[config.mk]
export PLATFORM = sky130hd
export DESIGN_NAME = noc_inport
export DESIGN_NICKNAME = d
export VERILOG_FILES = /design/src/rtl/noc_pkg.sv /design/src/rtl/noc_route_compute.sv /design/src/rtl/noc_inport.sv
export SDC_FILE = /design/constraint.sdc
export NUM_CORES = 1
export LEC_CHECK = 0
export CAP_MARGIN = 10
export CORE_MARGIN = 4
export CORE_UTILIZATION = 50
export CTS_CLUSTER_DIAMETER = 40
export DETAILED_ROUTE_END_ITERATION = 12
export GPL_TIMING_DRIVEN = 0
export HOLD_SLACK_MARGIN = 0.03
export MAX_ROUTING_LAYER = met4
export PLACE_DENSITY_LB_ADDON = 0.15
export SETUP_SLACK_MARGIN = 0.2
export SYNTH_ARGS = -nofsm -noshare
export SYNTH_HDL_FRONTEND = slang
export SYNTH_SLANG_ARGS = --single-unit
[constraint.sdc]
create_clock -name clk -period 13.8 [get_ports clk]
set_input_delay 2.07 -clock clk [delete_from_list [all_inputs] [get_ports clk]]
set_output_delay 2.07 -clock clk [all_outputs]
set_load 0.02 [all_outputs]
[src/rtl/noc_pkg.sv]
// ============================================================================
//  Module   : noc_pkg
//  Purpose  : Shared mesh-NoC constants: flit/coordinate widths, output port
//             indices and header field positions.
//  Revision : 1.0  initial release
// ============================================================================
`default_nettype none

package noc_pkg;

    localparam int NOC_DATA_WIDTH = 288;
    localparam int NOC_COORD_W    = 4;

    localparam int PORT_N     = 0;
    localparam int PORT_E     = 1;
    localparam int PORT_S     = 2;
    localparam int PORT_W     = 3;
    localparam int PORT_L     = 4;
    localparam int NUM_PORTS  = 5;

    // Header fields sit at the top of the flit; slot k occupies the k-th
    // COORD_W-wide field counted down from the MSB.
    localparam int HDR_DEST_X_SLOT = 0;
    localparam int HDR_DEST_Y_SLOT = 1;

    function automatic int hdr_field_msb(input int data_width, input int coord_w,
                                         input int slot);
        return data_width - 1 - slot * coord_w;
    endfunction

endpackage

`default_nettype wire

[src/rtl/noc_route_compute.sv]
// ============================================================================
//  Module   : noc_route_compute
//  Purpose  : Combinational dimension-balanced routing: picks the axis with the
//             larger remaining distance (X on ties) and emits a one-hot port.
//  Revision : 1.0  initial release
// ============================================================================
`default_nettype none

module noc_route_compute
    import noc_pkg::*;
#(
    parameter int COORD_W = noc_pkg::NOC_COORD_W,
    parameter int POS_X   = 0,
    parameter int POS_Y   = 0
) (
    input  logic [COORD_W-1:0]   dest_x,
    input  logic [COORD_W-1:0]   dest_y,
    output logic [NUM_PORTS-1:0] route
);

    localparam logic [COORD_W:0] PX = (COORD_W+1)'(POS_X);
    localparam logic [COORD_W:0] PY = (COORD_W+1)'(POS_Y);

    logic [COORD_W:0] dest_x_ext;
    logic [COORD_W:0] dest_y_ext;
    logic [COORD_W:0] dx;
    logic [COORD_W:0] dy;

    always_comb begin
        dest_x_ext = {1'b0, dest_x};
        dest_y_ext = {1'b0, dest_y};
        // Subtract the smaller from the larger so no difference ever wraps.
        dx = (dest_x_ext >= PX) ? (dest_x_ext - PX) : (PX - dest_x_ext);
        dy = (dest_y_ext >= PY) ? (dest_y_ext - PY) : (PY - dest_y_ext);

        route = '0;
        if ((dx == '0) && (dy == '0)) begin
            route[PORT_L] = 1'b1;
        end else if (dx >= dy) begin
            if (dest_x_ext > PX) route[PORT_E] = 1'b1;
            else                 route[PORT_W] = 1'b1;
        end else begin
            if (dest_y_ext > PY) route[PORT_S] = 1'b1;
            else                 route[PORT_N] = 1'b1;
        end
    end

endmodule

`default_nettype wire

[src/rtl/noc_inport.sv]
// ============================================================================
//  Module   : noc_inport
//  Purpose  : Router input port: FIFO of {route, flit} with route computed at
//             enqueue, grant-driven pop, credit-free busy backpressure.
//  Revision : 1.0  initial release
// ============================================================================
`default_nettype none

module noc_inport
    import noc_pkg::*;
#(
    parameter int DATA_WIDTH = noc_pkg::NOC_DATA_WIDTH,
    parameter int DEPTH      = 4,
    parameter int POS_X      = 0,
    parameter int POS_Y      = 0,
    parameter int COORD_W    = noc_pkg::NOC_COORD_W
) (
    input  logic                  clk,
    input  logic                  rst,
    input  logic [DATA_WIDTH-1:0] in_flit,
    input  logic                  in_valid,
    output logic                  busy,
    output logic [DATA_WIDTH-1:0] head_flit,
    output logic [NUM_PORTS-1:0]  route_valid,
    input  logic [NUM_PORTS-1:0]  route_clear,
    output logic [1:0]            err
);

    localparam int AW = $clog2(DEPTH);
    localparam int CW = AW + 1;
    localparam int EW = DATA_WIDTH + NUM_PORTS;
    localparam int X_MSB = hdr_field_msb(DATA_WIDTH, COORD_W, HDR_DEST_X_SLOT);
    localparam int Y_MSB = hdr_field_msb(DATA_WIDTH, COORD_W, HDR_DEST_Y_SLOT);

    logic [EW-1:0]        mem_q [DEPTH];
    logic [AW-1:0]        wr_ptr_q, wr_ptr_d;
    logic [AW-1:0]        rd_ptr_q, rd_ptr_d;
    logic [CW-1:0]        count_q,  count_d;
    logic [1:0]           err_q,    err_d;

    logic [NUM_PORTS-1:0] new_route;
    logic [EW-1:0]        head_entry;
    logic                 empty;
    logic                 full;
    logic                 push;
    logic                 pop;

    noc_route_compute #(
        .COORD_W (COORD_W),
        .POS_X   (POS_X),
        .POS_Y   (POS_Y)
    ) u_route (
        .dest_x (in_flit[X_MSB -: COORD_W]),
        .dest_y (in_flit[Y_MSB -: COORD_W]),
        .route  (new_route)
    );

    assign head_entry = mem_q[rd_ptr_q];

    always_comb begin
        empty       = (count_q == '0);
        full        = (count_q == CW'(DEPTH));
        route_valid = empty ? '0 : head_entry[EW-1 -: NUM_PORTS];
        head_flit   = empty ? '0 : head_entry[DATA_WIDTH-1:0];
        // Counting the in-flight strobe leaves one slot for the flit the
        // registered upstream switch has already launched.
        busy        = ({1'b0, count_q} + {{CW{1'b0}}, in_valid}) >= (CW+1)'(DEPTH);

        pop  = |(route_clear & route_valid);
        push = in_valid && (!full || pop);

        wr_ptr_d = push ? wr_ptr_q + AW'(1) : wr_ptr_q;
        rd_ptr_d = pop  ? rd_ptr_q + AW'(1) : rd_ptr_q;
        count_d  = count_q;
        if (push && !pop)      count_d = count_q + CW'(1);
        else if (pop && !push) count_d = count_q - CW'(1);

        err_d    = err_q;
        err_d[0] = err_q[0] | (in_valid && full && !pop);
        err_d[1] = err_q[1] | (|(route_clear & ~route_valid));
    end

    always_ff @(posedge clk or posedge rst) begin
        if (rst) begin
            wr_ptr_q <= '0;
            rd_ptr_q <= '0;
            count_q  <= '0;
            err_q    <= '0;
        end else begin
            wr_ptr_q <= wr_ptr_d;
            rd_ptr_q <= rd_ptr_d;
            count_q  <= count_d;
            err_q    <= err_d;
        end
    end

    // Storage carries no reset; validity is tracked by count alone.
    always_ff @(posedge clk) begin
        if (push) mem_q[wr_ptr_q] <= {new_route, in_flit};
    end

    assign err = err_q;

endmodule

`default_nettype wire
# --- Yosys cells after proc, flatten, opt, wreduce, memory -nomap -nowiden ---
# Memory sizes are Yosys's and may differ from the RTL's.
# Index checks and enable logic that the tools add are counted.
# Widths: inputs -> output; s select.
op_classes:
  add_sub_neg: 5
  order_cmp: 4
  n_eq_ne: 1
  muxes: 16
  bitwise_logic: 5
  reduce_logical: 16
ops:
  columns: ["op", "n"]
  rows:
  - ["$mux 288", 1]
  - ["$mux 1", 11]
  - ["$and 5x5->5", 2]
  - ["$logic_not 5->1", 2]
  - ["$reduce_or 5->1", 2]
  - ["$gt 4x1->1 const B", 2]
  - ["$logic_and 1x1->1", 6]
  - ["$mux 3", 2]
  - ["$mux 5", 1]
  - ["$not 5->5", 1]
  - ["$add 2x1->2 const B", 2]
  - ["$add 3x1->4", 1]
  - ["$ge 4x3->1 const B", 1]
  - ["$ge 4x4->1", 1]
  - ["$mux 4", 1]
  - ["$add 3x1->3 const B", 1]
  - ["$eq 3x3->1 const B", 1]
  - ["$logic_not 1->1", 3]
  - ["$logic_not 3->1", 1]
  - ["$sub 3x1->3 const B", 1]
  - ["$or 1x1->1", 2]
  - ["$reduce_bool 2->1", 1]
  - ["$logic_or 1x1->1", 1]
totals:
  ff_bits: 9
  ram_bits: 1172
  input_bits: 296
  output_inout_bits: 296
  memories: 1
mem_list:
  columns: ["memory", "words", "word_bits", "read_ports", "rd_ports_with_merged_regs", "write_ports", "line", "text"]
  rows:
  - ["mem_q", 4, 293, 1, 0, 1, "noc_inport.sv:35", "logic [EW-1:0] mem_q [DEPTH];"]

# --- Longest topological paths before layout ---
# Gate-level depths: netlist of run 1.
depth:
  depth_word: 10
  depth_mapped: 13
  depth_no_buf: 12

# --- Hierarchy ---
# A second synthesis of run 1 with hierarchy kept.
hier_totals:
  hier_cells: 1952
  area_unflattened_um2: 44883.0
by_module_without_submodules:
  columns: ["module", "n_inst", "cells_per_inst", "area_each_um2"]
  rows:
  - ["noc_inport", 1, 1927, 44705.4]
  - ["noc_route_compute", 1, 25, 177.7]

# --- Least setup slack after synthesis of run 1 ---
# OpenSTA, ideal clock, no wires.
synth_timing:
  path_kind: "input port to flip-flop"
  start: "input port route_clear[1]"
  end: "memory mem_q[0][0] (netlist bit), enable pin"
  arrival_ps: 14907
  slack_ps: -2061
  path_stages: 5
  n_path_buf: 0
  path_cell_list: "inv_1 -> o32a_1 -> o221ai_1 -> o31ai_4 -> nor2_1"
synth_via:
  elab_chain_len: 6
synth_rtl:
  columns: ["item", "line", "text"]
  rows:
  - ["start, declared", "noc_inport.sv:25", "input logic [NUM_PORTS-1:0] route_clear,"]
  - ["$and 5x5->5", "noc_inport.sv:69", "pop = |(route_clear & route_valid);"]
  - ["$reduce_or 5->1", "noc_inport.sv:69", null]
  - ["$logic_or 1x1->1", "noc_inport.sv:70", "push = in_valid && (!full || pop);"]
  - ["$logic_and 1x1->1", "noc_inport.sv:70", null]
  - ["$mux 1", "noc_inport.sv:99", "if (push) mem_q[wr_ptr_q] <= {new_route, in_flit};"]
  - ["$mux 1 (implied by the code)", "noc_inport.sv:99", null]
  - ["end, declared", "noc_inport.sv:35", null]
# Every way passes these cells.

# --- Final worst setup path of run 1 ---
layout_timing:
  start: "register rd_ptr_q[0]"
  end: "output port head_flit[79]"
layout_via:
  elab_chain_len: 2
layout_rtl:
  columns: ["item", "line", "text"]
  rows:
  - ["start, declared", "noc_inport.sv:37", "logic [AW-1:0] rd_ptr_q, rd_ptr_d;"]
  - ["start signal, assigned", "noc_inport.sv:91", "rd_ptr_q <= rd_ptr_d;"]
  - ["$mem_v2 4x293", null, null]
  - ["$mux 288", "noc_inport.sv:64", "head_flit = empty ? '0 : head_entry[DATA_WIDTH-1:0];"]
  - ["end, declared", "noc_inport.sv:23", "output logic [DATA_WIDTH-1:0] head_flit,"]
# Every way passes these cells.

==> results of run 1 <==
worst register-to-register path, cell delays in order, from the launching register on:
cell      delay, ns
dfrtp_1        0.34
buf_6          0.13
clkbuf_1       0.53
nand2_1        0.12
o221ai_1       0.58
o31ai_4        0.27
nor2_4         0.58
buf_12         0.27
buf_12         0.22
buf_12         0.23
buf_12         0.23
buf_12         0.22
buf_12         0.22
layout make-up:
class	count	share of cell area, %
Clock inverter	89	1.71
Clock buffer	166	6.58
Tap cell	1165	2.50
Multi-Input combinational cell	648	15.4
Timing Repair Buffer	647	12.2
Buffer	100	0.735
Inverter	18	0.116
Antenna cell	31	0.133
Sequential cell	1181	60.6
per-layer routing:
metal / routed length, um / GRT usage [%] / up-vias
met2: 53100 / 36.9 / 738
met4: 3150 / 8.19 / 0
met3: 8430 / 7.06 / 173
met1: 38900 / 27.1 / 11500
li1: - / - / 9683
met5: 0 / - / -
flip-flops by register name, indices dropped and copies added, names as in the netlist:
| register | cells |
|---|---|
| mem_q | 1172 |
| count_q | 3 |
| err | 2 |
| rd_ptr_q | 2 |
| wr_ptr_q | 2 |
through the flow:
| step | util (%) | total power (W) |
|---|---|---|
| after global placement | 58.9 | 0.0111 |
| final | 65.9 | 0.0143 |
| after CTS | 65.8 | 0.0145 |
| after detailed placement | 60.3 | 0.0107 |
| after floorplan | - | 0.00839 |
| after global routing | 65.9 | 0.0149 |
how the worst max path moves through the flow:
stage,startpoint,depth (start not counted),endpoint
3_3_place_gp,route_clear[2],5,mem_q[1][156]$_DFFE_PP_
2_1_floorplan,route_clear[1],5,mem_q[0][0]$_DFFE_PP_
3_5_place_dp,rd_ptr_q[0]$_DFFE_PP0N_,7,head_flit[80]
4_1_cts,rd_ptr_q[0]$_DFFE_PP0N_,7,head_flit[79]
6_report,rd_ptr_q[0]$_DFFE_PP0N_,7,head_flit[79]
5_1_grt,rd_ptr_q[0]$_DFFE_PP0N_,7,head_flit[79]
where the power goes:
group	switching (W)	internal [W]
logic	0.00296	0.00270
registers	0.000141	0.00473
clock network	0.00142	0.00232
placed cells by master, fill, tap and decap left out, types with 2 or more instances in the layout:
cell type        count
xor2_1               2
nor2b_1              4
buf_6                2
buf_1               10
and2_1             289
nor2_4               4
inv_1               17
nand2_1              4
clkdlybuf4s50_1    591
nor4_1               2
clkinv_4            10
dfrtp_1              9
edfxtp_1          1172
clkbuf_16          151
nand2b_1             3
a21o_1               3
clkinvlp_4          14
bufinv_16           17
buf_12              41
ha_1                 9
mux4_2             290
a211oi_1             3
nor3_1               3
nor2_1               2
inv_8                2
clkbuf_1            71
inv_6               11
mux2i_1              5
buf_16              14
clkinv_8             2
diode_2             31
xnor2_1              4
buf_2               31
clkinv_2            16
clkinv_1            17
cells by family (layout without fill, tap and decap cells):
group | Yosys count | after routing | share of synthesized area [%]
adders and majority gates | 10 | 10 | 0.296
and+or+nand+nor | 316 | 316 | 4.36
AOI/OAI and AO/OA | 18 | 18 | 0.399
other | 0 | 31 | 0
muxes | 298 | 298 | 14.8
buffers and inverters | 118 | 1020 | 1.11
xor gates and xnor gates | 6 | 6 | 0.117
DFF | 1181 | 1181 | 79.0
==> results.yml, run 1 <==
status:
  status: "finished, final reports clean"
run:
  maxCapViolCount: 0
hold_path:
  hp-class: "reg2reg"
  holdPathStages: 1
  hp-start: "err[0]$_DFF_PP0_"
  worstHoldEndpoint: "err[0]$_DFF_PP0_"
cts:
  htree_num_levels: 4
  hold_buffers: 0
  cts_tree: "done"
  postCtsSetupBuffers: 0
  cts-root-buf: "clkbuf_16"
  cts-resized-gates: 0
  cts_buffers: 144
  max-clock-path-buffers: 3
  clk_latency_ns: 0.72
  clk_pin_slew_ns: 0.05
  clock_sinks: 1181
cells_and_area:
  regArea_um2: 35400
  layout.cells.non_filler: 4045
  multiInputGateArea_um2: 8970
  syn_to_final_growth_pct: 30.2
  num-nets-final: 3046
  drive_above_1_share_pct: 21.7
  n_fill_cell: 5801
  design_area_um2: 58400
synthesis:
  synth-main-ff-cell: "edfxtp_1"
  yosysWarnings: 0
  synth-edff-count: 1172
  synth.cell_area_um2: 44900
  syn_area_per_cell_um2: 23.0
  synthCells: 1947
  ys_ff_latch: 1181
  yosys.area.top_type: "edfxtp_1"
  syn_nets: 2253
  ys_async_sr_fraction_pct: 0.762
  yosys.cell_types.count: 43
  synth_top_area_share_pct: 78.5
  ys_seq_area_share_pct: 79.0
  ys_top_cells_by_count: "edfxtp_1, mux4_2, and2_1"
  synth.top_cells.by_area: "edfxtp_1, mux4_2, and2_1"
  yosysMostFrequentCell: "edfxtp_1"
routing:
  wl_per_cell_um: 25.6
  ant_nets: 0
  vias: 22100
  drcViolationCount: 0
  drt_iter0_markers: 1616
  dr.pass1.iters: 5
  via_per_inst: 5.46
  finalWirelength_um: 104000
global_routing:
  grt_pass1_wl_um: 152000
  grt_max_degree: 28
  antenna_found_initial: 31
  track_usage_pct: 22.7
  overflow: 0
  grt_pass1_vias: 23500
worst_setup_path:
  cp_num_buf_inv: 5
  critical_path.cell_chain: "buf_6, clkbuf_1, clkbuf_1, buf_2, mux4_2, and2_1, clkdlybuf4s50_1"
  path_class: "reg2out"
  critPathLaunchType: "flip-flop"
  r2r_slack_ns: 9.51
  critPathRequiredTime_ns: 11.73
  path_delay_family: "buffers and inverters"
  cp-end-kind: "output port"
  r2r_cells: 12
  crit_path_max_incr_delay_ns: 0.87
  crit_fanout: 10
  critPathMostFrequentCell: "clkbuf_1"
  r2r-end: "mem_q[3][145]$_DFFE_PP_"
  r2r-start: "rd_ptr_q[0]$_DFFE_PP0N_"
  cp.arrival_ns: 4.59
  slowest_stage: "clkbuf_1"
power:
  vdd_ir_drop_max_v: 0.000165
  leakage_nw: 19.1
  power.density_nw_per_um2: 245
floorplan:
  die_area_um2: 94600
  initial_utilization_pct: 50.6
  io_pins: 592
  core-area_um2: 88600
  dieWidth_um: 308
  num_rows: 109
  die_height_um: 308
timing:
  final-hold-violation-count: 0
  fin_skew_ns: 0.0217
  maxSlewViolCount: 0
  whs_ns: 0.472
  fin_setup_tns_ns: 0
  relSlewSlack_pct: 19.8
  setup_slack_ns: 7.14
  setup_viol: 0
  finalCriticalPeriod_ns: 6.66
  rsz0062_at_grt: "false"
  fmaxAchievable_mhz: 150
  finalCritPeriodShare_pct: 48.2
  worstMarginPinSlew_ns: 1.20
place:
  placement.io_buffers: 591
  place_ws_ns: 7.80
  place.gp.congestion: 0.764
  dp_cells: 3759
  hpwl_um: 71700
  dpl_cell_area_um2: 53500
(Power assumes the default switching activity.)
==> run 2: changes to the inputs <==
- clock period: 13.8 -> 5.4 ns (I/O delays scaled with it)
==> run 2 against run 1 <==
Net effect:
- combinational power increased to 2.6 times the previous value
- first-iteration DRC count decreased by 12%
- critical path depth unchanged
- power increased to 2.6 times the previous value
- routed wire length about the same
- register-to-register slack got worse by 7.7 ns
- worst hold slack got worse by 0.069 ns
- flip-flop and latch count unchanged
- via count decreased by 0.31%
- clock power increased to 2.6 times the previous value
- utilization about the same
==> results.yml, run 2 (synthesis results as in run 1) <==
cells_and_area:
  fin_util_pct: 65.9
  final_cell_mix: "edfxtp_1, clkdlybuf4s50_1, mux4_2"
  num-nets-final: 3045
  largestRegisters: "mem_q x1172, count_q x3"
  final_common_cell: "edfxtp_1"
  layout.cells.non_filler: 4050
  syn_to_final_growth_pct: 30.3
  n_fill_cell: 5808
  drive_above_1_share_pct: 22.2
  largest_reg_flops: 1172
  regMostFlops: "mem_q"
cts:
  cts_buffers: 147
  cts_tree: "done"
  htree_num_levels: 4
  clk_latency_ns: 0.72
  max-clock-path-buffers: 3
  clk_pin_slew_ns: 0.05
  clock_sinks: 1181
  cts-root-buf: "clkbuf_16"
  postCtsSetupBuffers: 0
timing:
  relSlewSlack_pct: 19.8
  worstMarginPinSlew_ns: 1.20
  maxSlewViolCount: 0
  fin_setup_tns_ns: 0
  finalCritPeriodShare_pct: 89.6
  rsz0062_at_grt: "false"
  setup_viol: 0
  fin_skew_ns: 0.0307
  finalCriticalPeriod_ns: 4.84
  fmaxAchievable_mhz: 207
  final-hold-violation-count: 0
power:
  pwr-share-comb_pct: 39.6
  switching_power_w: 0.0116
  vdd_ir_drop_max_v: 0.000400
  p_int_w: 0.0249
  swShare_pct: 31.9
  p_seq_share_pct: 34.1
  clkPwrFrac_pct: 26.3
  power.density_nw_per_um2: 625
  leakage_nw: 19.1
worst_setup_path:
  path_class: "reg2out"
  slowest_stage: "clkdlybuf4s50_1"
  r2r-end: "mem_q[2][162]$_DFFE_PP_"
  crit_path_max_incr_delay_ns: 0.81
  r2r_cells: 10
  crit_fanout: 10
  r2r_slack_ns: 1.82
  r2r-start: "rd_ptr_q[1]$_DFFE_PP0N_"
  critPathLaunchType: "flip-flop"
  critical_path.cell_chain: "buf_6, buf_2, clkbuf_2, buf_1, mux4_2, and2_1, clkdlybuf4s50_1"
  critPathRequiredTime_ns: 4.59
  cp.arrival_ns: 4.03
  cp-end-kind: "output port"
routing:
  dr.pass1.iters: 5
  drcViolationCount: 0
  ant_nets: 0
  wl_per_cell_um: 25.6
  via_per_inst: 5.44
  vias: 22000
  finalWirelength_um: 104000
  drt_iter0_markers: 1429
floorplan:
  dieWidth_um: 308
  core-area_um2: 88600
  initial_utilization_pct: 50.6
  die_area_um2: 94600
  io_pins: 592
  die_height_um: 308
  num_rows: 109
place:
  dp_cells: 3756
  placement.io_buffers: 591
  place.gp.congestion: 0.773
  hpwl_um: 72000
global_routing:
  grt_max_degree: 28
  grt_pass1_wl_um: 154000
  track_usage_pct: 22.9
  antenna_found_initial: 28
  overflow: 0
  grt_pass1_vias: 23900
status:
  status: "finished, final reports clean"
run:
  maxCapViolCount: 0
hold_path:
  hp-class: "in2async"
==> run 2: cell types whose count changed in the layout (fill, tap and decap cells not counted), sizes merged <==
cell / previous run / this run
clkinv: 45 / 44
clkbuf: 223 / 226
bufinv: 17 / 13
inv: 31 / 36
clkinvlp: 14 / 21
diode: 31 / 29
buf: 99 / 96
==> run 2: power groups by stage <==
stage / registers [W] / logic, W / clock network, W
after floorplan: 0.0128 / 0.00798 / 0
after global placement: 0.0131 / 0.0141 / 0
after detailed placement: 0.0126 / 0.0147 / 0
after CTS: 0.0125 / 0.0148 / 0.00981
after global routing: 0.0126 / 0.0153 / 0.0103
final: 0.0125 / 0.0145 / 0.00959
==> run 2: timing repair <==
| item | in CTS | in global routing |
|---|---|---|
| setup endpoints to repair | 200 | 0 |
| resized for setup | 4 | 0 |
| hold buffers | 0 | 0 |
==> run 2: routing by layer <==
layer  routed length (um)  GRT usage (%)  vias to the layer above
met5                    0              -                        -
met4                 2750           7.84                        0
met3                 8050           6.81                      157
met2                54100           37.7                      677
met1                38700           27.2                    11500
li1                     -              -                     9696
==> run 2: area by class of cell <==
class                      instances  area [um^2]  share of cell area (%)
clock inverter                    96          955                    1.63
antenna                           29         72.6                   0.124
clock buffer                     170         3940                    6.73
buffer                            99          430                   0.737
tap                             1165         1460                    2.49
sequential                      1181        35400                    60.6
multi-input combinational        648         9000                    15.4
timing repair buffer             644         7090                    12.1
inverter                          18         77.6                   0.133
==> run 2: how the worst max path moves through the flow <==
stage                                       start                 endpoint  slack [ns]  depth (start not counted)
after floorplan                    route_clear[1]    mem_q[0][0]$_DFFE_PP_       -0.88                          5
after global placement             route_clear[1]  mem_q[0][150]$_DFFE_PP_       -5.17                          6
after detailed placement  rd_ptr_q[0]$_DFFE_PP0N_            head_flit[79]        0.55                          7
after CTS                 rd_ptr_q[1]$_DFFE_PP0N_            head_flit[79]        0.37                          7
after global routing      rd_ptr_q[1]$_DFFE_PP0N_            head_flit[79]        0.29                          7
final                     rd_ptr_q[1]$_DFFE_PP0N_            head_flit[79]        0.56                          7
==> run 2: stage by stage <==
step                      hold slack (ns)  cell area (um^2)  power [W]  worst slack [ns]
after floorplan                     0.489             44900     0.0208            -0.884
after global placement              0.444             52300     0.0272             -5.17
after detailed placement            0.456             53500     0.0274             0.547
after CTS                           0.347             58400     0.0371             0.373
after global routing                0.392             58400     0.0382             0.292
final                               0.403             58400     0.0365             0.562
==> run 2: critical path, delay by kind of cell (launching register included) <==
kind          cells  cell delay, ns
buf+inv           5            2.51
flops             1            0.34
simple gates      1            0.12
mux               1            0.34
==> run 3: changes to the inputs <==
- GPL_ROUTABILITY_DRIVEN: unset -> 0
==> results of run 3 <==
The final DEF is identical to that of run 2; final timing and power are the same.
